`src/rtl/exmem_if.sv`:
```
// exmem_if -- one EX/MEM entry bus with valid/ready handshake.
//
// The producer of an entry uses the master modport, the consumer uses
// the slave modport. An entry moves when valid && ready at a rising edge.
//   valid   : producer presents an entry
//   ready   : consumer can take the entry
//   busC    : ALU result (DW bits)
//   busB    : store data (DW bits)
//   rd      : destination register index (RW bits)
//   signals : control bundle (SW bits): [SW-1] GPR write, [SW-2] DM write,
//             [0] memory-to-register
//   lw      : entry is a load
interface exmem_if #(
  parameter int DW = 32,
  parameter int RW = 5,
  parameter int SW = 3
) ();

  logic          valid;
  logic          ready;
  logic [DW-1:0] busC;
  logic [DW-1:0] busB;
  logic [RW-1:0] rd;
  logic [SW-1:0] signals;
  logic          lw;

  modport master (
    output valid, busC, busB, rd, signals, lw,
    input  ready
  );

  modport slave (
    input  valid, busC, busB, rd, signals, lw,
    output ready
  );

endinterface

```
`src/rtl/exmem_stage.sv`:
```
// exmem_stage -- EX/MEM pipeline stage register of the MIPS32 datapath.
//
// Holds one entry in the main register M, which drives every output, and
// (SKID=1) a second entry in the skid register S so that o_ready can be a
// registered signal. Also provides forwarding / load-use detection against
// the entry held in M and a saturating count of backpressure cycles.
//
// Ports:
//   clk          clock, all state changes on the rising edge
//   rst_n        synchronous active-low reset
//   i_flush      synchronous flush of all held entries (dominates)
//   up           entry bus from EX (slave): valid/ready/busC/busB/rd/signals/lw
//   dn           entry bus to MEM (master); signals and lw read 0 when !valid
//   o_GPRWR      dn.signals[SW-1]
//   o_DMWR       dn.signals[SW-2]
//   o_MTR        dn.signals[0]
//   i_rs, i_rt   source register indices of the instruction now in EX
//   o_fwd_rs     forward dn.busC to rs
//   o_fwd_rt     forward dn.busC to rt
//   o_lu_hazard  held entry is a load that EX depends on; EX must stall
//   i_cnt_clr    synchronous clear of the stall counter (beats increment)
//   o_stall_cnt  saturating count of cycles with dn.valid && !dn.ready
module exmem_stage #(
  parameter int DW   = 32,
  parameter int RW   = 5,
  parameter int SW   = 3,
  parameter int SKID = 1,
  parameter int CW   = 8
) (
  input  logic          clk,
  input  logic          rst_n,
  input  logic          i_flush,
  exmem_if.slave        up,
  exmem_if.master       dn,
  output logic          o_GPRWR,
  output logic          o_DMWR,
  output logic          o_MTR,
  input  logic [RW-1:0] i_rs,
  input  logic [RW-1:0] i_rt,
  output logic          o_fwd_rs,
  output logic          o_fwd_rt,
  output logic          o_lu_hazard,
  input  logic          i_cnt_clr,
  output logic [CW-1:0] o_stall_cnt
);

  typedef struct packed {
    logic [DW-1:0] busc;
    logic [DW-1:0] busb;
    logic [RW-1:0] rd;
    logic [SW-1:0] sig;
    logic          lw;
  } entry_t;

  localparam logic [CW-1:0] CNT_MAX = {CW{1'b1}};

  entry_t        m_r;
  entry_t        s_r;
  logic          m_valid_r;
  logic          s_valid_r;
  logic [CW-1:0] cnt_r;

  entry_t        in_s;
  logic          ready_s;
  logic          accept_s;
  logic          xfer_s;
  logic          fwd_rs_s;
  logic          fwd_rt_s;

  // Pack the upstream entry.
  assign in_s = '{busc: up.busC, busb: up.busB, rd: up.rd,
                  sig: up.signals, lw: up.lw};

  // With a skid buffer, ready depends only on S, so it comes straight from a
  // flop; without one, a full M can still accept when MEM drains it.
  assign ready_s  = (SKID != 0) ? ~s_valid_r : (~m_valid_r | dn.ready);
  assign accept_s = up.valid & ready_s;
  assign xfer_s   = m_valid_r & dn.ready;

  // Entry storage: M and S registers with their valid bits.
  always_ff @(posedge clk) begin
    if (!rst_n) begin
      m_valid_r <= 1'b0;
      s_valid_r <= 1'b0;
      m_r       <= '0;
      s_r       <= '0;
    end else if (i_flush) begin
      // Data may stay stale, but the control bits are cleared so that the
      // outputs read 0 whenever M is empty.
      m_valid_r <= 1'b0;
      s_valid_r <= 1'b0;
      m_r.sig   <= '0;
      m_r.lw    <= 1'b0;
    end else if (SKID != 0) begin
      if (!m_valid_r || xfer_s) begin
        // M frees up: the older entry in S goes first to keep FIFO order.
        // While S is valid ready is low, so no accept can collide here.
        if (s_valid_r) begin
          m_r       <= s_r;
          m_valid_r <= 1'b1;
          s_valid_r <= 1'b0;
        end else if (accept_s) begin
          m_r       <= in_s;
          m_valid_r <= 1'b1;
        end else begin
          m_valid_r <= 1'b0;
          m_r.sig   <= '0;
          m_r.lw    <= 1'b0;
        end
      end else if (accept_s) begin
        // M is stalled: park the new entry in S (only reachable with S empty).
        s_r       <= in_s;
        s_valid_r <= 1'b1;
      end else begin
        s_valid_r <= s_valid_r;
      end
    end else begin
      s_valid_r <= 1'b0;
      if (accept_s) begin
        m_r       <= in_s;
        m_valid_r <= 1'b1;
      end else if (xfer_s) begin
        m_valid_r <= 1'b0;
        m_r.sig   <= '0;
        m_r.lw    <= 1'b0;
      end else begin
        m_valid_r <= m_valid_r;
      end
    end
  end

  // Saturating backpressure counter; clear wins over increment.
  always_ff @(posedge clk) begin
    if (!rst_n) begin
      cnt_r <= {CW{1'b0}};
    end else if (i_cnt_clr) begin
      cnt_r <= {CW{1'b0}};
    end else if (m_valid_r && !dn.ready && (cnt_r != CNT_MAX)) begin
      cnt_r <= cnt_r + {{(CW-1){1'b0}}, 1'b1};
    end else begin
      cnt_r <= cnt_r;
    end
  end

  // Forwarding looks only at M: S is occupied only while EX is stalled, so
  // the instruction in EX cannot yet depend on it. Register 0 never forwards.
  assign fwd_rs_s = m_valid_r & m_r.sig[SW-1] & (m_r.rd != {RW{1'b0}}) & (m_r.rd == i_rs);
  assign fwd_rt_s = m_valid_r & m_r.sig[SW-1] & (m_r.rd != {RW{1'b0}}) & (m_r.rd == i_rt);

  assign up.ready    = ready_s;
  assign dn.valid    = m_valid_r;
  assign dn.busC     = m_r.busc;
  assign dn.busB     = m_r.busb;
  assign dn.rd       = m_r.rd;
  assign dn.signals  = m_r.sig;
  assign dn.lw       = m_r.lw;
  assign o_GPRWR     = m_r.sig[SW-1];
  assign o_DMWR      = m_r.sig[SW-2];
  assign o_MTR       = m_r.sig[0];
  assign o_fwd_rs    = fwd_rs_s;
  assign o_fwd_rt    = fwd_rt_s;
  assign o_lu_hazard = m_r.lw & (fwd_rs_s | fwd_rt_s);
  assign o_stall_cnt = cnt_r;

endmodule
```
`src/flat_wrapper.sv`:
```
// flat-port wrapper written by rule: the top's interface ports become plain ports
module exmem_stage_flat 
#(
  parameter int DW   = 32,
  parameter int RW   = 5,
  parameter int SW   = 3,
  parameter int SKID = 1,
  parameter int CW   = 8
)
  (clk, rst_n, i_flush, o_GPRWR, o_DMWR, o_MTR, i_rs, i_rt, o_fwd_rs, o_fwd_rt, o_lu_hazard, i_cnt_clr, o_stall_cnt, up_valid, up_busC, up_busB, up_rd, up_signals, up_lw, up_ready, dn_valid, dn_busC, dn_busB, dn_rd, dn_signals, dn_lw, dn_ready);
  exmem_if #(.DW(DW), .RW(RW), .SW(SW)) up_i ();
  exmem_if #(.DW(DW), .RW(RW), .SW(SW)) dn_i ();
  input  logic clk;
  input  logic rst_n;
  input  logic i_flush;
  output logic o_GPRWR;
  output logic o_DMWR;
  output logic o_MTR;
  input  logic [RW-1:0] i_rs;
  input  logic [RW-1:0] i_rt;
  output logic o_fwd_rs;
  output logic o_fwd_rt;
  output logic o_lu_hazard;
  input  logic i_cnt_clr;
  output logic [CW-1:0] o_stall_cnt;
  input wire logic [$bits(up_i.valid)-1:0] up_valid;
  input wire logic [$bits(up_i.busC)-1:0] up_busC;
  input wire logic [$bits(up_i.busB)-1:0] up_busB;
  input wire logic [$bits(up_i.rd)-1:0] up_rd;
  input wire logic [$bits(up_i.signals)-1:0] up_signals;
  input wire logic [$bits(up_i.lw)-1:0] up_lw;
  output wire logic [$bits(up_i.ready)-1:0] up_ready;
  output wire logic [$bits(dn_i.valid)-1:0] dn_valid;
  output wire logic [$bits(dn_i.busC)-1:0] dn_busC;
  output wire logic [$bits(dn_i.busB)-1:0] dn_busB;
  output wire logic [$bits(dn_i.rd)-1:0] dn_rd;
  output wire logic [$bits(dn_i.signals)-1:0] dn_signals;
  output wire logic [$bits(dn_i.lw)-1:0] dn_lw;
  input wire logic [$bits(dn_i.ready)-1:0] dn_ready;
  assign up_i.valid = up_valid;
  assign up_i.busC = up_busC;
  assign up_i.busB = up_busB;
  assign up_i.rd = up_rd;
  assign up_i.signals = up_signals;
  assign up_i.lw = up_lw;
  assign up_ready = up_i.ready;
  assign dn_valid = dn_i.valid;
  assign dn_busC = dn_i.busC;
  assign dn_busB = dn_i.busB;
  assign dn_rd = dn_i.rd;
  assign dn_signals = dn_i.signals;
  assign dn_lw = dn_i.lw;
  assign dn_i.ready = dn_ready;
  exmem_stage #(.DW(DW), .RW(RW), .SW(SW), .SKID(SKID), .CW(CW)) u_core (.clk(clk), .rst_n(rst_n), .i_flush(i_flush), .up(up_i), .dn(dn_i), .o_GPRWR(o_GPRWR), .o_DMWR(o_DMWR), .o_MTR(o_MTR), .i_rs(i_rs), .i_rt(i_rt), .o_fwd_rs(o_fwd_rs), .o_fwd_rt(o_fwd_rt), .o_lu_hazard(o_lu_hazard), .i_cnt_clr(i_cnt_clr), .o_stall_cnt(o_stall_cnt));
endmodule
```
`config.mk`:
```
export PLATFORM = sky130hd
export DESIGN_NAME = exmem_stage_flat
export DESIGN_NICKNAME = d
export VERILOG_FILES = /design/src/rtl/exmem_if.sv /design/src/rtl/exmem_stage.sv /design/src/flat_wrapper.sv
export SDC_FILE = /design/constraint.sdc
export NUM_CORES = 1
export LEC_CHECK = 0
export BUFFER_PORTS_ARGS = -buffer_cell sky130_fd_sc_hd__buf_2
export CAP_MARGIN = 20
export CORE_MARGIN = 1
export CORE_UTILIZATION = 57
export DETAILED_ROUTE_END_ITERATION = 7
export PLACE_DENSITY_LB_ADDON = 0.12
export SYNTH_ARGS = -nofsm -noshare
export SYNTH_HDL_FRONTEND = slang
export SYNTH_SLANG_ARGS = --single-unit
```
`constraint.sdc`:
```
create_clock -name clk -period 3.7 [get_ports clk]
set_clock_uncertainty 0.1 [all_clocks]
set_input_delay 0.37 -clock clk [delete_from_list [all_inputs] [get_ports clk]]
set_output_delay 0.37 -clock clk [all_outputs]
set_load 0.02 [all_outputs]
```
==> results of run 1 <==
-- through the flow --
step / area [µm²] / hold WS, ns
after floorplan: 6720 / 0.335
after global placement: 7520 / 0.340
after detailed placement: 7520 / 0.346
after CTS: 8140 / 0.0780
after global routing: 8140 / 0.0888
final: 8150 / 0.0954
-- synthesized netlist by cell type (all sizes together) --
master,number
nand2,215
dfxtp,156
a21boi,73
mux2i,70
o211a,69
buf,42
clkbuf,18
nor2,10
nor3,9
and3,6
xnor2,6
xor2,6
nand3,5
a211oi,4
a21oi,4
inv,3
nand2b,3
nor4,3
o21ai,3
a31oi,2
nor3b,2
o211ai,2
a311oi,1
and2b,1
and4b,1
ha,1
nand4,1
nor2b,1
o21a,1
or2,1
or3,1
or4,1
-- per-layer routing --
layer | share of wire, % | global-route usage, % | wire (µm)
met2 | 49 | 41.4 | 7240
met4 | 1.7 | 11.0 | 246
met3 | 6.6 | 7.52 | 973
met1 | 43 | 28.8 | 6260
met5 | 0.088 | 0 | 13
-- worst reg2reg max path: stages (launching register included) --
cell and delay [ns]:
dfxtp_4 0.71, nor2_1 0.21, nor3_4 0.16, buf_4 0.61
nand2_1 0.19, o211a_1 0.16
-- path summary, 6_finish.rpt --
| check | endpoint |
|---|---|
| hold reg to reg | u_core.s_r[65]$_SDFFE_PN0P_ |
| hold / removal | u_core.s_r[10]$_SDFFE_PN0P_ |
| setup / recovery | o_lu_hazard |
| setup reg to reg | u_core.dn.busB[12]$_SDFFE_PN0P_ |
-- layout make-up --
cell class	count	share of cell area, %
antenna	3	0.0921
timing repair buffer	186	11.7
clock inverter	6	1.29
multi-input combinational	502	39.8
tap	143	2.20
clock buffer	26	6.37
inverter	3	0.138
sequential	156	38.4
-- registers in the layout, indices dropped and copies added, names as in the netlist --
| name | cells |
|---|---|
| u_core.dn.rd | 5 |
| u_core.o_stall_cnt | 8 |
| u_core.s_valid_r | 1 |
| u_core.dn.valid | 1 |
| u_core.dn.signals | 3 |
| u_core.dn.lw | 1 |
| u_core.dn.busB | 32 |
| u_core.dn.busC | 32 |
| u_core.s_r | 73 |
-- report_power, final --
part           switching, W  total (W)  internal [W]
Sequential        0.0000382    0.00178       0.00174
Clock              0.000639    0.00180       0.00117
Combinational      0.000213   0.000371      0.000158
-- kinds of logic (layout without fill, tap and decap cells) --
family / Yosys count / count (layout) / share of synthesized area, %
AO/OA/AOI/OAI: 159 / 159 / 20.1
flip-flops: 156 / 156 / 46.5
AND/OR/NAND/NOR: 260 / 260 / 15.9
adder cells (fa/ha/maj): 1 / 1 / 0.186
other: 0 / 3 / 0
buffers and inverters: 63 / 221 / 5.23
XOR/XNOR: 12 / 12 / 1.56
multiplexers: 70 / 70 / 10.4
-- cell usage in the layout, fill, tap and decap left out, types with 2 or more instances in the layout --
master,n
a21boi_1,70
dfxtp_1,155
clkbuf_8,6
a211oi_1,4
inv_1,3
diode_2,3
buf_4,10
nor3b_1,2
nor2_1,10
and3_1,5
clkinv_2,3
nor4_1,3
o21ai_0,3
xnor2_1,6
bufinv_16,3
nand2b_1,3
a31oi_1,2
o211a_1,69
nand2_1,215
nand3_1,4
a21boi_0,3
buf_2,176
xor2_1,6
mux2i_1,70
a21oi_1,4
nor3_1,8
clkbuf_16,17
clkbuf_1,3
==> impl_metrics.yaml, run 1 <==
finish:
  multi_input_area_mm2: 0.00324
  synthToLayoutAreaGrowth_pct: 21.3
  nFillCells: 869
  drive_gt1_share_pct: 25.0
  regArea_mm2: 0.00313
  stdcell_count: 1025
  final_util_pct: 71.1
  fin_nets: 956
flow_run:
  max-cap-violations: 0
placed_design:
  dp_slack_ns: 1.37
  io_buffers: 177
  dp_hpwl_mm: 10.1
  placedCellCount: 990
  routabilityCongestion: 0.770
critical_path:
  start_kind: "flop"
  cp.required_ns: 3.23
  critPathMaxStageDelay_ns: 0.56
  crit_family: "simple AND/OR/NAND/NOR gates"
  setup.worst_path.start: "u_core.dn.rd[0]$_SDFFE_PN0P_"
  ff2ff_path_depth: 5
  crit_path_max_fanout: 5
  r2r-start: "u_core.s_valid_r$_SDFFE_PP0N_"
  worstSetupPathType: "reg -> out"
  end_kind: "output pin"
  crit_cells: 5
  crit_buf_inv: 1
  rrSetupSlack_ns: 1.44
  crit_chain: "or4_1 -> o211ai_2 -> nor4_1 -> o21a_1 -> buf_2"
  worstPathArrival_ns: 1.98
  cp_slowest_cell: "or4_1"
yosys:
  synth_fp_nets: 811
  syn-instance-count: 721
  synth.cell_area_mm2: 0.00672
  yosysSeqAreaShare_pct: 46.5
  synth_top_area_cell: "dfxtp_1"
  yosysUniqueCellTypes: 39
  yosys.area.top_type_share_pct: 46.5
  synth.ff_latch_count: 156
  synth_area_leaders: "dfxtp_1, nand2_1, mux2i_1"
  synth_warnings: 0
  syn_area_per_cell_um2: 9.32
cts:
  worstSkewPairLatency_ns: 0.42
  ctsHoldBuffers: 0
  clk_pin_slew_ns: 0.06
  tritoncts: "yes"
  clock_tree.root_cell: "clkbuf_16"
  ctsResizeCount: 0
  htreeDepth: 4
  post_cts_buffers: 0
  numCtsBuffers: 17
  clock_path_buffers: 2
  cts_sinks: 156
floorplan:
  rows: 39
  die_y_um: 111
  dieArea_mm2: 0.0122
  coreArea_mm2: 0.0115
  pin_count: 178
  initial_core_util_pct: 58.6
  die_w_um: 111
sta:
  max-slew-margin-rel_pct: 50.0
  setup_viol: 0
  min_period_over_period_pct: 66.3
  slew_viol_final: 0
  setup_tns_ns: 0
  fmax_ghz: 0.408
  period_minus_slack_ns: 2.45
  setup_ws_ns: 1.25
  rsz0062_at_grt: "false"
  hold_viol: 0
  worst_pin_slew_ns: 0.750
detailed_routing:
  wire_per_inst_um: 14.4
  firstDrtPassIters: 7
  ant_nets: 0
  via_count: 5632
  drc_errors: 0
  drtIter0Drc: 275
  viasPerCell: 5.49
  wirelength_mm: 14.7
power:
  vdd_drop_max_v: 0.000453
  p_leak_nw: 3.94
  fin_total_pwr_w: 0.00396
  p_per_area_mw_per_mm2: 485
hold_path:
  hold_class: "in -> reg"
  hp-start: "up_busB[1]"
  hold_depth: 3
grt:
  grt-ovfl-total: 0
  track_usage_pct: 24.6
  antenna_found_initial: 3
  grt_max_degree: 79
  grt_pass1_vias: 5283
  grt_pass1_wl_mm: 24.4
outcome:
  outcome: "complete, no violations"
(Power assumes the default switching activity.)
==> run 2, diff against run 1 <==
--- a/config.mk
+++ b/config.mk
@@ -8,7 +8,7 @@
 export BUFFER_PORTS_ARGS = -buffer_cell sky130_fd_sc_hd__buf_2
 export CAP_MARGIN = 20
 export CORE_MARGIN = 1
-export CORE_UTILIZATION = 57
+export CORE_UTILIZATION = 48
 export DETAILED_ROUTE_END_ITERATION = 7
 export PLACE_DENSITY_LB_ADDON = 0.12
 export SYNTH_ARGS = -nofsm -noshare
==> constraint.sdc (replaced) <==
create_clock -name clk -period 2.2 [get_ports clk]
set_clock_uncertainty 0.1 [all_clocks]
set_input_delay 0.22 -clock clk [delete_from_list [all_inputs] [get_ports clk]]
set_output_delay 0.22 -clock clk [all_outputs]
set_load 0.02 [all_outputs]
==> impl_metrics.yaml, run 2 (synthesized netlist as in run 1, its figures left out) <==
critical_path:
  critPathMaxStageDelay_ns: 0.54
  setup.worst_path.start: "u_core.dn.rd[1]$_SDFFE_PN0P_"
  end_kind: "output pin"
  r2r-start: "u_core.dn.valid$_SDFFE_PP0P_"
  cp.required_ns: 1.88
  crit_path_max_fanout: 2
  worstPathArrival_ns: 1.87
  cp_slowest_cell: "or4_4"
  worstSetupPathType: "reg -> out"
  crit_family: "simple AND/OR/NAND/NOR gates"
  crit_buf_inv: 1
  crit_chain: "or4_4 -> o211ai_4 -> nor4_2 -> o21a_1 -> buf_6"
  start_kind: "flop"
detailed_routing:
  firstDrtPassIters: 4
  drtIter0Drc: 256
  wirelength_mm: 16.5
  via_count: 5884
  drc_errors: 0
  viasPerCell: 5.20
  wire_per_inst_um: 14.6
  ant_nets: 0
finish:
  regArea_mm2: 0.00314
  fin_nets: 1034
  final_cell_mix: "nand2_1, buf_2, dfxtp_1, dlygate4sd3_1"
  nFillCells: 1085
  largest_register_ffs: 73
  synthToLayoutAreaGrowth_pct: 35.0
  largest-register: "u_core.s_r"
  multi_input_area_mm2: 0.00327
  final_common_cell: "nand2_1"
  drive_gt1_share_pct: 24.0
grt:
  antenna_found_initial: 1
  track_usage_pct: 23.0
  grt_max_degree: 71
  grt_pass1_vias: 5637
  grt_pass1_wl_mm: 26.6
  grt-ovfl-total: 0
floorplan:
  die_w_um: 120
  pin_count: 178
  initial_core_util_pct: 49.9
  coreArea_mm2: 0.0135
  dieArea_mm2: 0.0145
  die_y_um: 120
  rows: 42
sta:
  setup_ws_ns: 0.00671
  max-slew-margin-rel_pct: 69.5
  fmax_ghz: 0.456
  hold_slack_ns: 0.141
  period_minus_slack_ns: 2.19
  hold_viol: 0
  setup_viol: 0
  slew_viol_final: 0
  worst_pin_slew_ns: 0.458
  rsz0062_at_grt: "true"
  min_period_over_period_pct: 99.7
cts:
  clock_path_buffers: 2
  numCtsBuffers: 17
  clk_pin_slew_ns: 0.05
  tritoncts: "yes"
  clock_tree.root_cell: "clkbuf_16"
  htreeDepth: 4
  cts_sinks: 156
  worstSkewPairLatency_ns: 0.41
hold_path:
  hold_class: "in -> reg"
  hp-start: "up_valid"
outcome:
  outcome: "complete, no violations"
power:
  p_per_area_mw_per_mm2: 752
  vdd_drop_max_v: 0.000521
  p_leak_nw: 4.28
placed_design:
  dp_hpwl_mm: 10.6
  io_buffers: 177
  routabilityCongestion: 0.805
  dp_slack_ns: 0.360
flow_run:
  max-cap-violations: 0
[run 2: cell count changes in the layout (fill, tap and decap cells not counted), sizes merged]
cell / delta
diode: -2
bufinv: +1
buf: +5
dlygate4sd3: +73
clkbuf: -2
clkinv: -1
[run 2: worst paths after layout]
check | end | slack, ns | cells past startpoint
max | o_lu_hazard | 0.007 | 5
max reg2reg | u_core.s_r[62]$_SDFFE_PN0P_ | 0.36 | 5
min | u_core.dn.valid$_SDFFE_PP0P_ | 0.14 | 3
min reg2reg | u_core.s_r[4]$_SDFFE_PN0P_ | 0.35 | 2
[run 2: final cells by class]
cell class,count,share of cell area (%)
Multi-Input combinational cell,502,36.0
Sequential cell,156,34.6
Timing Repair Buffer,264,19.9
Clock buffer,24,5.42
Tap cell,176,2.43
Clock inverter,6,1.48
Inverter,3,0.124
Antenna cell,1,0.0276
[run 2: worst min-delay path: stages]
cell,delay [ns]
buf_2,0.14
nor2_1,0.10
a21oi_1,0.14
[run 2: layer usage]
layer | track usage (%) | vias up | share of wire (%)
met5 | 0 | - | 0
met4 | 8.72 | 0 | 2.0
met3 | 5.33 | 30 | 5.0
met2 | 40.4 | 157 | 49
met1 | 27.1 | 2765 | 44
li1 | - | 2932 | -
[run 2: timing repair]
item                                    4_1_cts  5_1_grt
buffers inserted                              2        0
gates resized for setup                       9        0
pin swaps                                     5        1
endpoints found under the setup margin        1        1
endpoints found under the hold margin        73        0
hold buffers                                 73        0
[run 2: where the power goes]
part | switching, W | leakage, nW | internal (W)
registers | 0.0000649 | 1.27 | 0.00293
clock network | 0.00106 | 0.306 | 0.00201
logic | 0.000394 | 2.70 | 0.000366
total | 0.00152 | 4.28 | 0.00530
[run 2: stage by stage]
stage | area [µm²] | total power, W | TNS (ns) | cells | util [%]
2_1_floorplan | 6730 | 0.00345 | 0 | 721 | -
3_3_place_gp | 7670 | 0.00369 | 0 | 1026 | 57.0
3_5_place_dp | 7670 | 0.00370 | 0 | 1026 | 57.0
4_1_cts | 9070 | 0.00688 | -0.0332 | 1131 | 67.4
5_1_grt | 9070 | 0.00708 | -0.0558 | 1131 | 67.4
6_report | 9070 | 0.00682 | 0 | 1132 | 67.4
